$ cat src/rtl/ps2_pkg.sv
// Shared types and constants for the PS/2 frame receiver.
package ps2_pkg;

  typedef enum logic [1:0] {IDLE, DATA, PARITY, STOP} state_e;

  localparam int unsigned DATA_BITS  = 8;
  localparam logic [7:0]  BREAK_CODE = 8'hF0;

  // Odd parity holds when the data bits plus the parity bit contain an odd number of ones.
  function automatic logic odd_parity_ok(logic [DATA_BITS-1:0] data, logic parity);
    return ^data ^ parity;
  endfunction

endpackage

$ cat src/rtl/ps2_frame_receiver_if.sv
// Raw PS/2 lines in, received byte strobes and error pulses out.
interface ps2_frame_receiver_if;
  import ps2_pkg::*;

  logic                 ps2_clock;
  logic                 ps2_data;
  logic                 ps2_key_pressed;
  logic [DATA_BITS-1:0] ps2_out;
  logic                 parity_error;
  logic                 frame_error;
  logic                 busy;

  modport master (
    output ps2_clock, ps2_data,
    input  ps2_key_pressed, ps2_out, parity_error, frame_error, busy
  );

  modport slave (
    input  ps2_clock, ps2_data,
    output ps2_key_pressed, ps2_out, parity_error, frame_error, busy
  );

endinterface

$ cat src/rtl/ps2_line_sync.sv
// Synchronizes the raw PS/2 clock/data lines and flags PS/2 clock falling edges.
module ps2_line_sync #(
  parameter int unsigned SYNC_STAGES = 2
) (
  input  logic clock,
  input  logic reset,
  input  logic ps2_clock,
  input  logic ps2_data,
  output logic clk_s,
  output logic data_s,
  output logic fall
);

  logic [SYNC_STAGES-1:0] clk_sync;
  logic [SYNC_STAGES-1:0] data_sync;
  logic                   clk_prev;

  // Preset to 1 so an idle bus right after reset is not seen as an edge.
  always_ff @(posedge clock or posedge reset) begin
    if (reset) begin
      clk_sync  <= '1;
      data_sync <= '1;
      clk_prev  <= 1'b1;
    end else begin
      clk_sync  <= {clk_sync[SYNC_STAGES-2:0], ps2_clock};
      data_sync <= {data_sync[SYNC_STAGES-2:0], ps2_data};
      clk_prev  <= clk_sync[SYNC_STAGES-1];
    end
  end

  assign clk_s  = clk_sync[SYNC_STAGES-1];
  assign data_s = data_sync[SYNC_STAGES-1];
  assign fall   = clk_prev & ~clk_s;

endmodule

$ cat src/rtl/ps2_frame_receiver.sv
// Deframes 11-bit PS/2 frames, checks parity/stop/timeout and optionally swallows break codes.
module ps2_frame_receiver
  import ps2_pkg::*;
#(
  parameter int unsigned SYNC_STAGES    = 2,
  parameter int unsigned TIMEOUT_CYCLES = 5000,
  parameter bit          FILTER_BREAK   = 1'b1
) (
  input logic                  clock,
  input logic                  reset,
  ps2_frame_receiver_if.slave  bus
);

  localparam int unsigned TW = $clog2(TIMEOUT_CYCLES + 1);

  logic clk_s, data_s, fall;

  ps2_line_sync #(
    .SYNC_STAGES(SYNC_STAGES)
  ) u_line_sync (
    .clock    (clock),
    .reset    (reset),
    .ps2_clock(bus.ps2_clock),
    .ps2_data (bus.ps2_data),
    .clk_s    (clk_s),
    .data_s   (data_s),
    .fall     (fall)
  );

  state_e               state_q, state_d;
  logic [DATA_BITS-1:0] shift_q, shift_d;
  logic [2:0]           bit_cnt_q, bit_cnt_d;
  logic                 parity_q, parity_d;
  logic [TW-1:0]        tmo_q, tmo_d;
  logic                 break_q, break_d;
  logic [DATA_BITS-1:0] out_q, out_d;
  logic                 strobe_q, strobe_d;
  logic                 perr_q, perr_d;
  logic                 ferr_q, ferr_d;
  logic                 timeout;

  assign timeout = (state_q != IDLE) && (tmo_q == TW'(TIMEOUT_CYCLES));

  always_comb begin
    state_d   = state_q;
    shift_d   = shift_q;
    bit_cnt_d = bit_cnt_q;
    parity_d  = parity_q;
    break_d   = break_q;
    out_d     = out_q;
    strobe_d  = 1'b0;
    perr_d    = 1'b0;
    ferr_d    = 1'b0;

    if (state_q == IDLE || fall) begin
      tmo_d = '0;
    end else if (!timeout) begin
      tmo_d = tmo_q + 1'b1;
    end else begin
      tmo_d = tmo_q;
    end

    // Timeout beats a coincident edge: the partial frame is dropped.
    if (timeout) begin
      state_d = IDLE;
      ferr_d  = 1'b1;
    end else if (fall) begin
      unique case (state_q)
        IDLE: begin
          if (!data_s) begin
            state_d   = DATA;
            bit_cnt_d = '0;
          end
        end
        DATA: begin
          shift_d[bit_cnt_q] = data_s;
          bit_cnt_d          = bit_cnt_q + 1'b1;
          if (bit_cnt_q == 3'(DATA_BITS - 1)) state_d = PARITY;
        end
        PARITY: begin
          parity_d = data_s;
          state_d  = STOP;
        end
        STOP: begin
          state_d = IDLE;
          if (!data_s) begin
            ferr_d = 1'b1;
          end else if (!odd_parity_ok(shift_q, parity_q)) begin
            perr_d = 1'b1;
          end else if (FILTER_BREAK && shift_q == BREAK_CODE) begin
            break_d = 1'b1;
          end else if (FILTER_BREAK && break_q) begin
            break_d = 1'b0;
          end else begin
            out_d    = shift_q;
            strobe_d = 1'b1;
          end
        end
      endcase
    end
  end

  always_ff @(posedge clock or posedge reset) begin
    if (reset) begin
      state_q   <= IDLE;
      shift_q   <= '0;
      bit_cnt_q <= '0;
      parity_q  <= 1'b0;
      tmo_q     <= '0;
      break_q   <= 1'b0;
      out_q     <= '0;
      strobe_q  <= 1'b0;
      perr_q    <= 1'b0;
      ferr_q    <= 1'b0;
    end else begin
      state_q   <= state_d;
      shift_q   <= shift_d;
      bit_cnt_q <= bit_cnt_d;
      parity_q  <= parity_d;
      tmo_q     <= tmo_d;
      break_q   <= break_d;
      out_q     <= out_d;
      strobe_q  <= strobe_d;
      perr_q    <= perr_d;
      ferr_q    <= ferr_d;
    end
  end

  assign bus.ps2_key_pressed = strobe_q;
  assign bus.ps2_out         = out_q;
  assign bus.parity_error    = perr_q;
  assign bus.frame_error     = ferr_q;
  assign bus.busy            = (state_q != IDLE);

endmodule
$ cat src/flat_wrapper.sv
// flat-port wrapper written by rule: the top's interface ports become plain ports
module ps2_frame_receiver_flat import ps2_pkg::*;
#(
  parameter int unsigned SYNC_STAGES    = 2,
  parameter int unsigned TIMEOUT_CYCLES = 5000,
  parameter bit          FILTER_BREAK   = 1'b1
)
  (clock, reset, bus_ps2_clock, bus_ps2_data, bus_ps2_key_pressed, bus_ps2_out, bus_parity_error, bus_frame_error, bus_busy);
  ps2_frame_receiver_if bus_i ();
  input logic clock;
  input logic reset;
  input wire logic [$bits(bus_i.ps2_clock)-1:0] bus_ps2_clock;
  input wire logic [$bits(bus_i.ps2_data)-1:0] bus_ps2_data;
  output wire logic [$bits(bus_i.ps2_key_pressed)-1:0] bus_ps2_key_pressed;
  output wire logic [$bits(bus_i.ps2_out)-1:0] bus_ps2_out;
  output wire logic [$bits(bus_i.parity_error)-1:0] bus_parity_error;
  output wire logic [$bits(bus_i.frame_error)-1:0] bus_frame_error;
  output wire logic [$bits(bus_i.busy)-1:0] bus_busy;
  assign bus_i.ps2_clock = bus_ps2_clock;
  assign bus_i.ps2_data = bus_ps2_data;
  assign bus_ps2_key_pressed = bus_i.ps2_key_pressed;
  assign bus_ps2_out = bus_i.ps2_out;
  assign bus_parity_error = bus_i.parity_error;
  assign bus_frame_error = bus_i.frame_error;
  assign bus_busy = bus_i.busy;
  ps2_frame_receiver #(.SYNC_STAGES(SYNC_STAGES), .TIMEOUT_CYCLES(TIMEOUT_CYCLES), .FILTER_BREAK(FILTER_BREAK)) u_core (.clock(clock), .reset(reset), .bus(bus_i));
endmodule
$ cat config.mk
export PLATFORM = sky130hd
export DESIGN_NAME = ps2_frame_receiver_flat
export DESIGN_NICKNAME = d
export VERILOG_FILES = /design/src/rtl/ps2_pkg.sv /design/src/rtl/ps2_frame_receiver_if.sv /design/src/rtl/ps2_line_sync.sv /design/src/rtl/ps2_frame_receiver.sv /design/src/flat_wrapper.sv
export SDC_FILE = /design/constraint.sdc
export NUM_CORES = 1
export LEC_CHECK = 0
export BUFFER_PORTS_ARGS = -buffer_cell sky130_fd_sc_hd__buf_2
export CELL_PAD_IN_SITES_DETAIL_PLACEMENT = 0
export CELL_PAD_IN_SITES_GLOBAL_PLACEMENT = 1
export CORE_UTILIZATION = 43
export DETAILED_ROUTE_END_ITERATION = 16
export HOLD_SLACK_MARGIN = 0.03
export PLACE_DENSITY_LB_ADDON = 0.1
export SKIP_CTS_REPAIR_TIMING = 1
export SLEW_MARGIN = 0
export SYNTH_ARGS = -nofsm -noshare
export SYNTH_HDL_FRONTEND = slang
export SYNTH_SLANG_ARGS = --single-unit
$ cat constraint.sdc
create_clock -name clock -period 1.9 [get_ports clock]
set_input_delay 0.57 -clock clock [delete_from_list [all_inputs] [get_ports clock]]
set_output_delay 0.57 -clock clock [all_outputs]
set_load 0.02 [all_outputs]
# After elaboration in Yosys (flattened, before gate mapping)
# Cells that the tools add are included.
# classes
eq_ne,10
addsub,2
n_lt_le_gt_ge,2
multipliers,0
n_mux,29
shifts,0
reduce_logical,14
div_mod_pow,0
bitwise,6
# ops
op,n
2-to-1 mux 13 bit,2
2-to-1 mux 1 bit,18
"adder 13 x 1 -> 13 bit, second input constant",1
"equality test 13 bit, second input constant",1
AND reduction 3 bit,3
bitwise mux 8 bit,1
"equality test 8 bit, second input constant",1
2-to-1 mux 2 bit,4
case mux 2 bit (4 select lines),1
XOR reduction 8 bit,1
AND reduction 7 bit,1
case mux 3 bit (2 select lines),1
nonzero test 2 bit,3
AND reduction 5 bit,1
"equality test 2 bit, second input constant",2
"< comparator 3 x 4 -> 1 bit, second input constant",1
"!= test 2 bit, second input constant",2
inverter 1 bit,4
AND reduction 4 bit,1
"adder 3 x 1 -> 3 bit, second input constant",1
demux 1 bit (select 3 bit),1
"equality test 3 bit, second input constant",1
"greater-or-equal comparator 3 x 1 -> 1 bit, second input constant",1
2-to-1 mux 3 bit,1
8 further kinds,9
# word_totals
mem_bits_ro,0
in_bits,4
regBits,44
ramBits,0
latchBits,0
elab_cells,76
output_inout_bits,12
mem_count,0

# Longest topological paths before layout
# Gate-level depths: netlist of the first run.
# depth
depth_word,7
mapped_depth,7
depth_no_buf,6

# By module
# From an unflattened synthesis of the first run, not the netlist that was laid out.
# unflattened
hier_cells,180
area_unflattened_um2,2147.1
# by_module_without_submodules
mod,cells_per_inst,seq_area_each_um2,n_inst,area_each_um2
ps2_frame_receiver,173,975.9,1,1998.2
ps2_line_sync,7,131.4,1,148.9

# Least setup slack after synthesis of the first run
# No wires, ideal clock.
# synth_path
path_kind,register to register
start,register u_core.shift_q[6]
end,register u_core.out_q[0] (netlist: u_core.bus.ps2_out[0])
period_less_slack_ns,1.873
slack_ns,0.027
path_stages_with_launch,6
arrival_time_ns,1.748
required_ns,1.775
setup_ns,0.125
path_buffers,0
path_cell_list,dfrtp_1 ha_1 xnor3_1 xnor2_2 nand4_4 mux2_2
# synth_via
elab_chain_len,3
elab_cells_between_ends,5
classes_between,1 x eq/ne; 2 x bitwise; 2 x reduce/logical
# synth_rtl
element,line_no,text
from (decl),ps2_frame_receiver.sv:31,"logic [DATA_BITS-1:0] shift_q, shift_d;"
from (signal assigned),ps2_frame_receiver.sv:117,shift_q <= shift_d;
XOR reduction 8 bit or equality test 8 bit (tied branches),"ps2_pkg.sv:11, ps2_frame_receiver.sv:90",
XOR 1 bit or inverter 1 bit (tied branches),n/a,
AND reduction 7 bit (no line) *,n/a,
to (signal assigned),ps2_frame_receiver.sv:122,out_q <= out_d;
to (decl),ps2_frame_receiver.sv:36,"logic [DATA_BITS-1:0] out_q, out_d;"
# Mark *: on every way between the ends. The rest lies on a longest branch, timed or not.
# A chain may end at the register's enable or synchronous reset.

# Worst setup path in the final report of the first run
# layout_path
start,register u_core.shift_q[7]
end,register u_core.out_q[7] (netlist: u_core.bus.ps2_out[7])
# layout_via
elab_chain_len,3
elab_cells_between_ends,5
classes_between,1 x eq/ne; 2 x bitwise; 2 x reduce/logical
# layout_rtl
element,line_no
XOR reduction 8 bit or equality test 8 bit (tied branches),"ps2_pkg.sv:11, ps2_frame_receiver.sv:90"
XOR 1 bit or inverter 1 bit (tied branches),n/a
AND reduction 7 bit (no line),n/a
# Several ways; a longest one is shown, not always the timed one.

==> results of run 1 <==
==> layout by cell type, fill, tap and decap left out, types with 5 or more instances in the layout <==
| cell | netlist | layout |
|---|---|---|
| dfrtp_1 | 39 | 39 |
| nor2_1 | 20 | 20 |
| mux2_2 | 18 | 18 |
| buf_2 | 2 | 15 |
| ha_1 | 13 | 13 |
| buf_4 | 0 | 13 |
| nand3_1 | 13 | 12 |
| inv_1 | 12 | 11 |
| xor2_1 | 10 | 10 |
| nand4_1 | 7 | 7 |
| nand2_1 | 7 | 7 |
| clkbuf_8 | 0 | 6 |
| dfstp_2 | 5 | 5 |
==> cell type report <==
cell class	count	area (µm²)
Timing Repair Buffer	30	213
Multi-Input combinational cell	127	996
Fill cell	439	2250
Clock buffer	8	90.1
Tap cell	67	83.8
Inverter	12	45.0
Sequential cell	44	1110
==> through the flow <==
step           TNS, ps  utilization
6_report          -470        0.530
5_1_grt          -1320        0.530
4_1_cts           -650        0.527
3_5_place_dp      -359        0.508
3_3_place_gp     -45.9        0.508
2_1_floorplan        0            -
==> metal layers <==
layer	up-vias	global-route usage	part of all wire
met5	-	0	0
met4	0	0.0784	0.016
met3	7	0.0456	0.028
met2	16	0.277	0.44
met1	702	0.236	0.51
li1	717	-	-
==> final timing paths <==
check                                                     startpoint                                        end  slack, ps
min                                                            reset                u_core.tmo_q[8]$_DFFE_PP0P_        340
min in group clock         u_core.u_line_sync.data_sync[0]$_DFF_PP1_  u_core.u_line_sync.data_sync[1]$_DFF_PP1_        360
min reg2reg                u_core.u_line_sync.data_sync[0]$_DFF_PP1_  u_core.u_line_sync.data_sync[1]$_DFF_PP1_        360
max                                    u_core.shift_q[7]$_DFFE_PP0P_          u_core.bus.ps2_out[7]$_DFFE_PP0P_        -60
max in group asynchronous                                      reset      u_core.u_line_sync.clk_prev$_DFF_PP1_       1290
max reg2reg                            u_core.shift_q[7]$_DFFE_PP0P_          u_core.bus.ps2_out[7]$_DFFE_PP0P_        -60
==> sequential cells by signal, summed over array words and instances, names as in the netlist <==
register,count
u_core.bit_cnt_q,3
u_core.break_q,1
u_core.bus.frame_error,1
u_core.bus.parity_error,1
u_core.bus.ps2_key_pressed,1
u_core.bus.ps2_out,8
u_core.parity_q,1
u_core.shift_q,8
u_core.state_q,2
u_core.tmo_q,13
u_core.u_line_sync.clk_prev,1
u_core.u_line_sync.clk_sync,2
u_core.u_line_sync.data_sync,2
==> worst max-delay path, cell delays in order, from the launching register on <==
cell     delay, ps
dfrtp_1        390
ha_1           280
xnor3_1        430
xnor2_2        220
nand4_4        210
mux2_2         320
==> power by group through the flow <==
stage | combinational, mW | sequential (mW) | clock (mW)
global placement | 0.891 | 1.19 | 0
CTS | 0.925 | 1.18 | 0.617
global route | 1.05 | 1.20 | 0.666
detailed placement | 0.923 | 1.20 | 0
finish | 0.926 | 1.18 | 0.596
floorplan | 0.598 | 1.19 | 0
==> cells by family (layout without fill, tap and decap cells) <==
family	count (synthesis)	after routing
AO/OA/AOI/OAI	12	12
adder cells (fa/ha/maj)	13	13
multiplexers	19	19
buffers and inverters	20	50
AND/OR/NAND/NOR	69	69
flip-flops	44	44
XOR/XNOR	14	14
==> results.txt, run 1 <==
- Result of the run: complete, but fails checks
- Violations in the final reports: setup timing
- At the pin with the least slew margin, the transition time is approximately 290 ps.
- At the placement stage, the worst setup path has a slack of -53.3 ps.
* Clk pin slew, worst setup/hold paths: ~80 ps
- Post-DR vias/cell: roughly 5
- The final layout contains routed wiring with a total length of 3960 µm.
- The first detailed-routing pass took 4 iterations.
* Area of the core: 4790 µm²
- Dividing the final minimum period by the clock period gives 1.03.
- Relative to the synthesized area, the layout overhead comes to 16.8%.
- Sequential area share after synthesis: 0.510
* Largest family of logic cells by synthesized area: simple AND/OR/NAND/NOR gates
* Clock skew: 7.44 ps
- The number of max-slew violations in the final report was 0.
* Number of rows in the core area: 25
* Most area-consuming cells after synthesis: dfrtp_1, mux2_2, ha_1, dfstp_2, xor2_1
- Power share of the sequential group: 0.437
* Starting density of the core: 0.453
- Depth of the worst register-to-register path: 5
- At the later pin of the worst-skew pair, clock insertion delay measures 290 ps.
- During synthesis, Yosys emitted a total of 0 warnings.
* Number of nets with antenna violations after routing: 0
- Level count of the clock H-tree: 2
* Hold WC Path Type: primary input to async pin
* GRT Util Overall: 0.179
- Cell type contributing the most total cell area after synthesis: dfrtp_1
- Yosys mapped the design onto 35 distinct sky130hd cell types.
- Setup repair after global routing could not meet its margin everywhere.
- Combinational Power Share: 0.342
- Average detailed-routed wire length per instance: 13.8 µm
* Global route overflow: 0
- CP startpoint kind: flop
- In this run, CTS created clock tree buffers numbering 5.
- Final Hold Vio Count: 0
- Area after detailed placement: 2430 µm²
* Post-synth top area share: 0.450
- Power spread over the standard cell area amounts to 1070 nW/µm².
- For this run, asynchronously set or reset flops after synthesis account for 1.00.
* Synthesized area: ~2200 µm²
- Synth Area in Adders: 0.0750
- Switching pwr: 899 µW
- Detailed routing inserted a total of between 1000 and 1500 vias.
- Min setup slack post-route: -61.4 ps
- Post-Route Hold Slack: 336 ps
* Die width: 73.0 µm
* Data arrival at the endpoint of the critical path: between 2000 and 2500 ps
- Of the total synthesized cell area, the portion taken by AND, OR, NAND and NOR gates is 0.175.
* Total DRC errors in the routed layout: 0
* Required time of the critical path: 2070 ps
- Of the total power, the share spent switching nets is 0.332.
* Final GP Congestion: roughly 0.74
- Most repeated cell in the gate-level netlist after synthesis: dfrtp_1
- Dpl cells: 280
- Area of the die: ~5300 µm²
* Type of destination of the critical path: flop
- The average instance in the mapped netlist occupies between 10 and 15 µm².
- Multiplexer share of the synthesized area: 0.0980
- Final standard cell area without fillers: 2530 µm²
- Input and output buffers added on the ports amount to 15.
- Root buffer cell: clkbuf_8
- The setup path with the least slack is of type flop to flop.
* Count of antenna diodes in the layout: 0
- Primary flip-flop cell chosen by synthesis mapping: dfrtp_1
- Pin placement for this block handled 16 I/O pins.
* Final HPWL from detailed placement: 2920 µm
- FMAX: 0.510 GHz
- The complex-gate fraction of the synthesized area is 0.0398.
* TritonCTS clock tree: done
- Gate count of the mapped netlist: 191
- From bottom edge to top edge, the die measures 73.0 µm.
- Sorting the synthesized cells by how often they occur yields dfrtp_1, nor2_1, mux2_2.
- Of the total synthesized cell area, the portion taken by XOR and XNOR cells is 0.0663.
* Clock network power share: 0.221
* Number of antenna violations at the first check in global routing: 0
- First DRT Iteration DRCs: 42
- In this run, synthesis inferred 0 flip-flops with an integrated enable.
* Pwr Total: approximately 2.7 mW
- Flop and latch count out of synthesis: between 40 and 50
- Setup violators final: 10
- Measured against its own limit, the worst slew margin works out to 0.804.
- The number of nets handed over by synthesis was 208.
- Tmin final: 1960 ps
* Proportion of layout cells with a drive suffix above 1: 0.299
* Via count of the first global-routing pass: 1451
- Counting along the longest clock path gives a buffer depth of 2.
* Maximum fanout along the worst path: 9
* Static leakage: roughly 1.2 nW
* Clock sinks: between 40 and 50
* Nets: 237
- Number of standard cells in the final layout excluding fillers: 288
- Largest net degree at the start of global routing: 45
- Wire length of the first global-routing pass: 7040 µm
- Maximum vdd drop: 535 µV
- Total of max-cap violations: 0
* Internal power consumption: 1.81 mW
(Power assumes the default switching activity.)
==> run 2, diff against run 1 <==
--- a/config.mk
+++ b/config.mk
@@ -11,7 +11,7 @@
 export CORE_UTILIZATION = 43
 export DETAILED_ROUTE_END_ITERATION = 16
 export HOLD_SLACK_MARGIN = 0.03
-export PLACE_DENSITY_LB_ADDON = 0.1
+export PLACE_DENSITY = 0.79
 export SKIP_CTS_REPAIR_TIMING = 1
 export SLEW_MARGIN = 0
 export SYNTH_ARGS = -nofsm -noshare
==> run 2 against run 1 <==
The flow still finishes with violations (setup timing). Sequential share of layout area fell by 3.5 points. Fmax fell by 2.9%. Worst setup slack got worse by 58 ps. Critical path type unchanged.
==> results.txt, run 2 (synthesis gave the netlist of run 1 again) <==
- The flow ran to the end, but the final reports show violations.
- Violations in the final reports: setup timing
- Period utilisation layout: 1.06
* Number of standard cells in the final layout excluding fillers: 298
- Of the total power, combinational logic draws 0.390.
* Max-slew headroom: 0.725
- The later pin in the worst-skew pair is clocked with a latency of 290 ps.
* Wire length of the first global-routing pass: about 6600 µm
- For this run, design rule violations remaining after detail routing come to 0.
* Worst reg2reg setup slack: -120 ps
- RSZ-0062 raised after global routing: true
- Global route overflow: 0
* Most used cells in the layout excluding fill and tap cells: dfrtp_1, buf_4, nor2_1, mux2_2, buf_2
- Proportion of layout cells with a drive suffix above 1: 0.398
- Number of primary I/O pins: 16
- After layout, the design draws a total of around 3.1 mW.
- Number of rows in the core area: 25
- For this block, the initial DRC count from the detailed router was 81.
- No sink is reached through more buffers than the 2 on the longest clock path.
- Dpl cells: 281
- TritonCTS built the clock tree.
- For this run, the post-layout net count is 247.
- Of the total power, registers draw 0.382.
- The pre-antenna-repair detailed-routing pass consisted of 4 iterations.
- Average detailed-routed wire length per instance: roughly 15 µm
- Clk pin slew, worst setup/hold paths: 80 ps
- Starting density of the core: 0.453
- The placed instances occupy a cell area of 2430 µm².
- The H-tree was split into 2 levels.
* Crit. Startpoint: u_core.shift_q[6]$_DFFE_PP0P_
- Register ranked first by flip-flop count: u_core.tmo_q
- Final TNS setup: -941 ps
- Maximum vdd drop: between 500 and 600 µV
* Register area: 1110 µm²
- Transition time at the pin with the least slew margin: 412 ps
* Final GP Congestion: 0.838
- The repair_antennas step left the layout with diodes totalling 0.
- Final standard cell area without fillers: 2760 µm²
- Worst slack after detailed placement: -59.4 ps
- Along the worst path, the maximum fanout reaches 3.
* Total of max-cap violations: 0
- TritonCTS Buffers: 5
- The cell sitting at the root of the clock tree is a clkbuf_8.
- Die width: roughly 73 µm
* Setup violators final: 11
- In this run the power density over the cells is 1110 nW/µm².
* Min setup slack post-route: -120 ps
* Leading cell type in the layout, fill and taps excluded: dfrtp_1
- Required time of the critical path: approximately 2100 ps
* Area of the die: roughly 5300 µm²
* Data arrival at the endpoint of the critical path: 2200 ps
- Multi-input combinational cell area: 1130 µm²
- STA classifies the critical path endpoint as a flop.
* Final Hold Vio Count: 0
* Switching pwr: between 1 and 1.5 mW
- Number of vias after detailed routing: roughly 1500
- Number of antenna violations at the first check in global routing: 0
- Number of max-slew violations in the final report: 0
* Static leakage: 1.32 nW
* Final HPWL from detailed placement: 2660 µm
- Startpoint of the most critical register-to-register path: u_core.shift_q[6]$_DFFE_PP0P_
- Across every metal layer, demand over resource in global routing totals 0.165.
* Number of nets with antenna violations after routing: 0
- Setup Crit Path Kind: flop to flop
* CP startpoint kind: flop
- DIE HEIGHT: approximately 73 µm
- For the final database, setup skew stands at 3.30 ps.
* Post-DR vias/cell: 5.04
- Entering global routing, the biggest net connects 45 pins.
- Clock sinks: 44
* Count of buffers from port buffering: 15
* Tmin final: 2020 ps
- The internal power of the cells totals ~2 mW.
* Area of the core: ~4800 µm²
- Switch share: 0.329
- Post-synthesis to final-layout area growth: 27.2%
- The tightest min-delay check is of the primary input to async pin type.
- Of the total power, the clock network draws 0.228.
- Flip-flop count of the largest register after layout: 13
* Post-Route Hold Slack: ~300 ps
* DRT Wirelength: approximately 4400 µm
- Filler cell count: 414
- Timing would allow up to around 0.5 GHz.
- The number of global-route vias before repair came to between 1000 and 1500.
- Post-Route Utilization: 0.576
==> run 2: cell types whose count changed in the layout (fill, tap and decap cells not counted), sizes merged <==
cell    previous run  this run
buf               30        39
bufinv             0         1
clkinv             0         2
nand4              8         9
clkbuf             8         6
inv               12        11
==> run 2: critical path: stages, from the launching register on <==
cell,delay (ps)
dfrtp_1,390
ha_1,290
xnor3_2,460
xnor2_4,250
buf_4,160
nand3_1,80
mux2_2,280
==> run 2: power by group through the flow <==
stage                     Combinational [mW]  Clock (mW)  Sequential [mW]
after floorplan                        0.598           0             1.19
after global placement                 0.908           0             1.18
after detailed placement               0.922           0             1.18
after CTS                              0.933       0.723             1.17
after global routing                    1.31       0.762             1.19
final                                   1.19       0.695             1.17
==> run 2: final timing paths <==
check                                                             to  cells past startpoint
max                                       u_core.break_q$_DFFE_PP0P_                      6
min                             u_core.bus.ps2_key_pressed$_DFF_PP0_                      3
max reg2reg                               u_core.break_q$_DFFE_PP0P_                      6
min reg2reg                u_core.u_line_sync.data_sync[1]$_DFF_PP1_                      0
max in group asynchronous  u_core.u_line_sync.data_sync[1]$_DFF_PP1_                      3
min in group clock         u_core.u_line_sync.data_sync[1]$_DFF_PP1_                      0
==> run 2: final cells by class <==
cell class | count | area share
multi-input cells | 128 | 0.411
flip-flops and latches | 44 | 0.401
repair buffers | 39 | 0.102
well taps | 67 | 0.0304
clock buffers | 6 | 0.0263
inverters | 12 | 0.0163
clock inverters | 2 | 0.0127
==> run 2: layer usage <==
layer	track usage	wire, µm
met1	0.222	2030
met4	0.0523	26
met2	0.258	2170
met3	0.0456	132
met5	0	0
==> run 3, diff against run 2 <==
--- a/config.mk
+++ b/config.mk
@@ -8,7 +8,7 @@
 export BUFFER_PORTS_ARGS = -buffer_cell sky130_fd_sc_hd__buf_2
 export CELL_PAD_IN_SITES_DETAIL_PLACEMENT = 0
 export CELL_PAD_IN_SITES_GLOBAL_PLACEMENT = 1
-export CORE_UTILIZATION = 43
+export CORE_UTILIZATION = 45
 export DETAILED_ROUTE_END_ITERATION = 16
 export HOLD_SLACK_MARGIN = 0.03
 export PLACE_DENSITY = 0.79
==> constraint.sdc (replaced) <==
create_clock -name clock -period 2.07 [get_ports clock]
set_input_delay 0.621 -clock clock [delete_from_list [all_inputs] [get_ports clock]]
set_output_delay 0.621 -clock clock [all_outputs]
set_load 0.02 [all_outputs]
==> run 3 against run 2 <==
The flow now finishes without violations. Critical path depth unchanged. Sequential power decreased by 7%. Worst setup slack improved by 180 ps. Worst hold slack improved by 54 ps. Cell count decreased by 11%. Highest routed layer unchanged.
==> results.txt, run 3 (synthesis gave the netlist of run 1 again) <==
* Result of the run: complete, no violations
- The floorplan step set the die width to between 70 and 80 µm.
- Static leakage: 1.19 nW
- Of the total power, registers draw 0.419.
- Wire length of the first global-routing pass: 6680 µm
* CP max stage cell: dfrtp_1
* Register ranked first by flip-flop count: u_core.tmo_q
- Delay of the slowest critical-path stage: slightly above 400 ps
- After detailed routing, the average wire length per cell comes to 15.0 µm.
* Number of antenna violations at the first check in global routing: 0
- Clock network power share: 0.246
- In this run the remaining antenna-violating nets after routing total 0.
- The cell family contributing the most delay on the critical path is XOR/XNOR gates.
* Root buffer cell: clkbuf_8
* TritonRoute pass-1 iters: 4
- Final standard cell area without fillers: 2440 µm²
- In the finished design, the share of the clock period the worst path needs comes to 0.973.
* Global routing usage on met1: 0.234
* Total of max-cap violations: 0
- The later pin in the worst-skew pair is clocked with a latency of 290 ps.
- Before CTS, the worst setup slack after placement is 54.2 ps.
- Required time of the critical path: 2250 ps
- Across every metal layer, demand over resource in global routing totals 0.172.
- In this run, the number of DRC markers left after iteration 0 of detailed routing was between 80 and 90.
* Number of vias after detailed routing: 1386
* Transition time at the pin with the least slew margin: 550 ps
* Min setup slack post-route: 56.8 ps
- After detailed routing, the total wire length is around 4000 µm.
- Setup violators final: 0
* Maximum fanout along the worst path: 4
- The repair_antennas step left the layout with diodes totalling 0.
- In this run the most used layer during global routing was met2.
- For met3 alone, demand over resource in global routing was 0.0549.
- The floorplan step defined a die boundary enclosing 5100 µm².
- By startpoint and endpoint, the worst setup path is classified as flop to flop.
* Final Hold Vio Count: 0
- DIE HEIGHT: 71.4 µm
* Proportion of layout cells with a drive suffix above 1: 0.272
- Hold WC Path Type: flop to flop
* Internal power consumption: 1.75 mW
- Area of the core: 4500 µm²
- Setup repair after global routing could not meet its margin everywhere.
- The final layout contains 229 nets.
* Clock sinks: between 40 and 50
- Count of buffers from port buffering: 15
- The number of clock buffers added by TritonCTS is 5.
- Counting both buffers and inverters, the worst setup path holds a total of 1.
* Area after detailed placement: 2310 µm²
- After detailed routing, the number of vias per cell comes to 5.23.
- Largest net degree at the start of global routing: 45
- The area growth from synthesis to layout is 12.7%.
- Starting density of the core: 0.482
* Leading cell type in the layout, fill and taps excluded: dfrtp_1
- FMAX: 0.497 GHz
* Via count of the first global-routing pass: 1415
- Max-slew headroom: 0.634
- Number of max-slew violations in the final report: 0
- Total DRC errors in the routed layout: 0
* Met2 usage in global routing: 0.261
* Flip-flop count of the largest register after layout: 13
* Pwr Total: 2.60 mW
- Level count of the clock H-tree: 2
- TritonCTS clock tree: done
- Number of primary I/O pins: 16
- Data on the critical path arrives at its endpoint at 2190 ps.
- Of the total power, the share spent switching nets is 0.325.
- Power per cell area: approximately 1100 nW/µm²
- Maximum vdd drop: about 560 µV
- Deepest clock path buffer count: 2
* Final TNS setup: 0 ps
- The total overflow left after global routing is 0.
* Final GP Congestion: between 0.7 and 0.8
* Type of destination of the critical path: flop
- Clock skew: just under 4 ps
- Clock-pin slew was measured on the worst setup and hold paths at 80 ps.
- In this run the power spent charging and discharging nets is roughly 840 µW.
- The worst setup path is launched from a flop.
- The share of total power dissipated in combinational logic is 0.335.
- The worst path needs 2010 ps of the cycle, external delays included.
- Post-Route Utilization: 0.543
- Chain of cells forming the critical path: ha_1 -> xnor3_1 -> xnor2_2 -> buf_4 -> nand4_2 -> mux2_2
- The library cells used most frequently in the layout, excluding fill and tap cells, are dfrtp_1, nor2_1, mux2_2, buf_2, nand3_1.
- The initialized floorplan defines 24 standard-cell rows.
* Final HPWL from detailed placement: 2770 µm
run 3: cell types whose count changed in the layout (fill, tap and decap cells not counted), sizes merged:
cell    before  now
buf         39   21
clkinv       2    1
inv         11   12
run 3: path summary, 6_finish.rpt:
check	cells past startpoint	to	slack (ps)	from
min in group asynchronous	3	u_core.tmo_q[10]$_DFFE_PP0P_	450	reset
hold / removal	0	u_core.u_line_sync.data_sync[1]$_DFF_PP1_	360	u_core.u_line_sync.data_sync[0]$_DFF_PP1_
max in group asynchronous	3	u_core.u_line_sync.clk_sync[1]$_DFF_PP1_	1230	reset
setup / recovery	6	u_core.bus.ps2_out[6]$_DFFE_PP0P_	60	u_core.shift_q[4]$_DFFE_PP0P_
hold reg to reg	0	u_core.u_line_sync.data_sync[1]$_DFF_PP1_	360	u_core.u_line_sync.data_sync[0]$_DFF_PP1_
setup reg to reg	6	u_core.bus.ps2_out[6]$_DFFE_PP0P_	60	u_core.shift_q[4]$_DFFE_PP0P_
run 3: final cells by class:
class	instances	area, µm²
multi-input combinational	128	1000
timing repair buffer	21	120
clock buffer	6	72.6
fill	390	2060
sequential	44	1110
clock inverter	2	35.0
tap	52	65.1
inverter	12	45.0
run 3: metrics by stage:
step / instances / hold slack (ps)
floorplan: 191 / 345
global placement: 254 / 347
detailed placement: 254 / 347
CTS: 262 / 359
global route: 265 / 364
finish: 265 / 358
run 3: power by group through the flow:
stage | registers (mW) | logic, mW | clock network (mW)
finish | 1.09 | 0.869 | 0.638
detailed placement | 1.10 | 0.732 | 0
CTS | 1.09 | 0.735 | 0.658
floorplan | 1.09 | 0.549 | 0
global placement | 1.09 | 0.694 | 0
global route | 1.11 | 0.963 | 0.698
run 3: routing by layer:
layer	vias up	share of wire
li1	701	-
met1	667	0.50
met2	14	0.46
met3	4	0.023
met4	0	0.012
met5	-	0
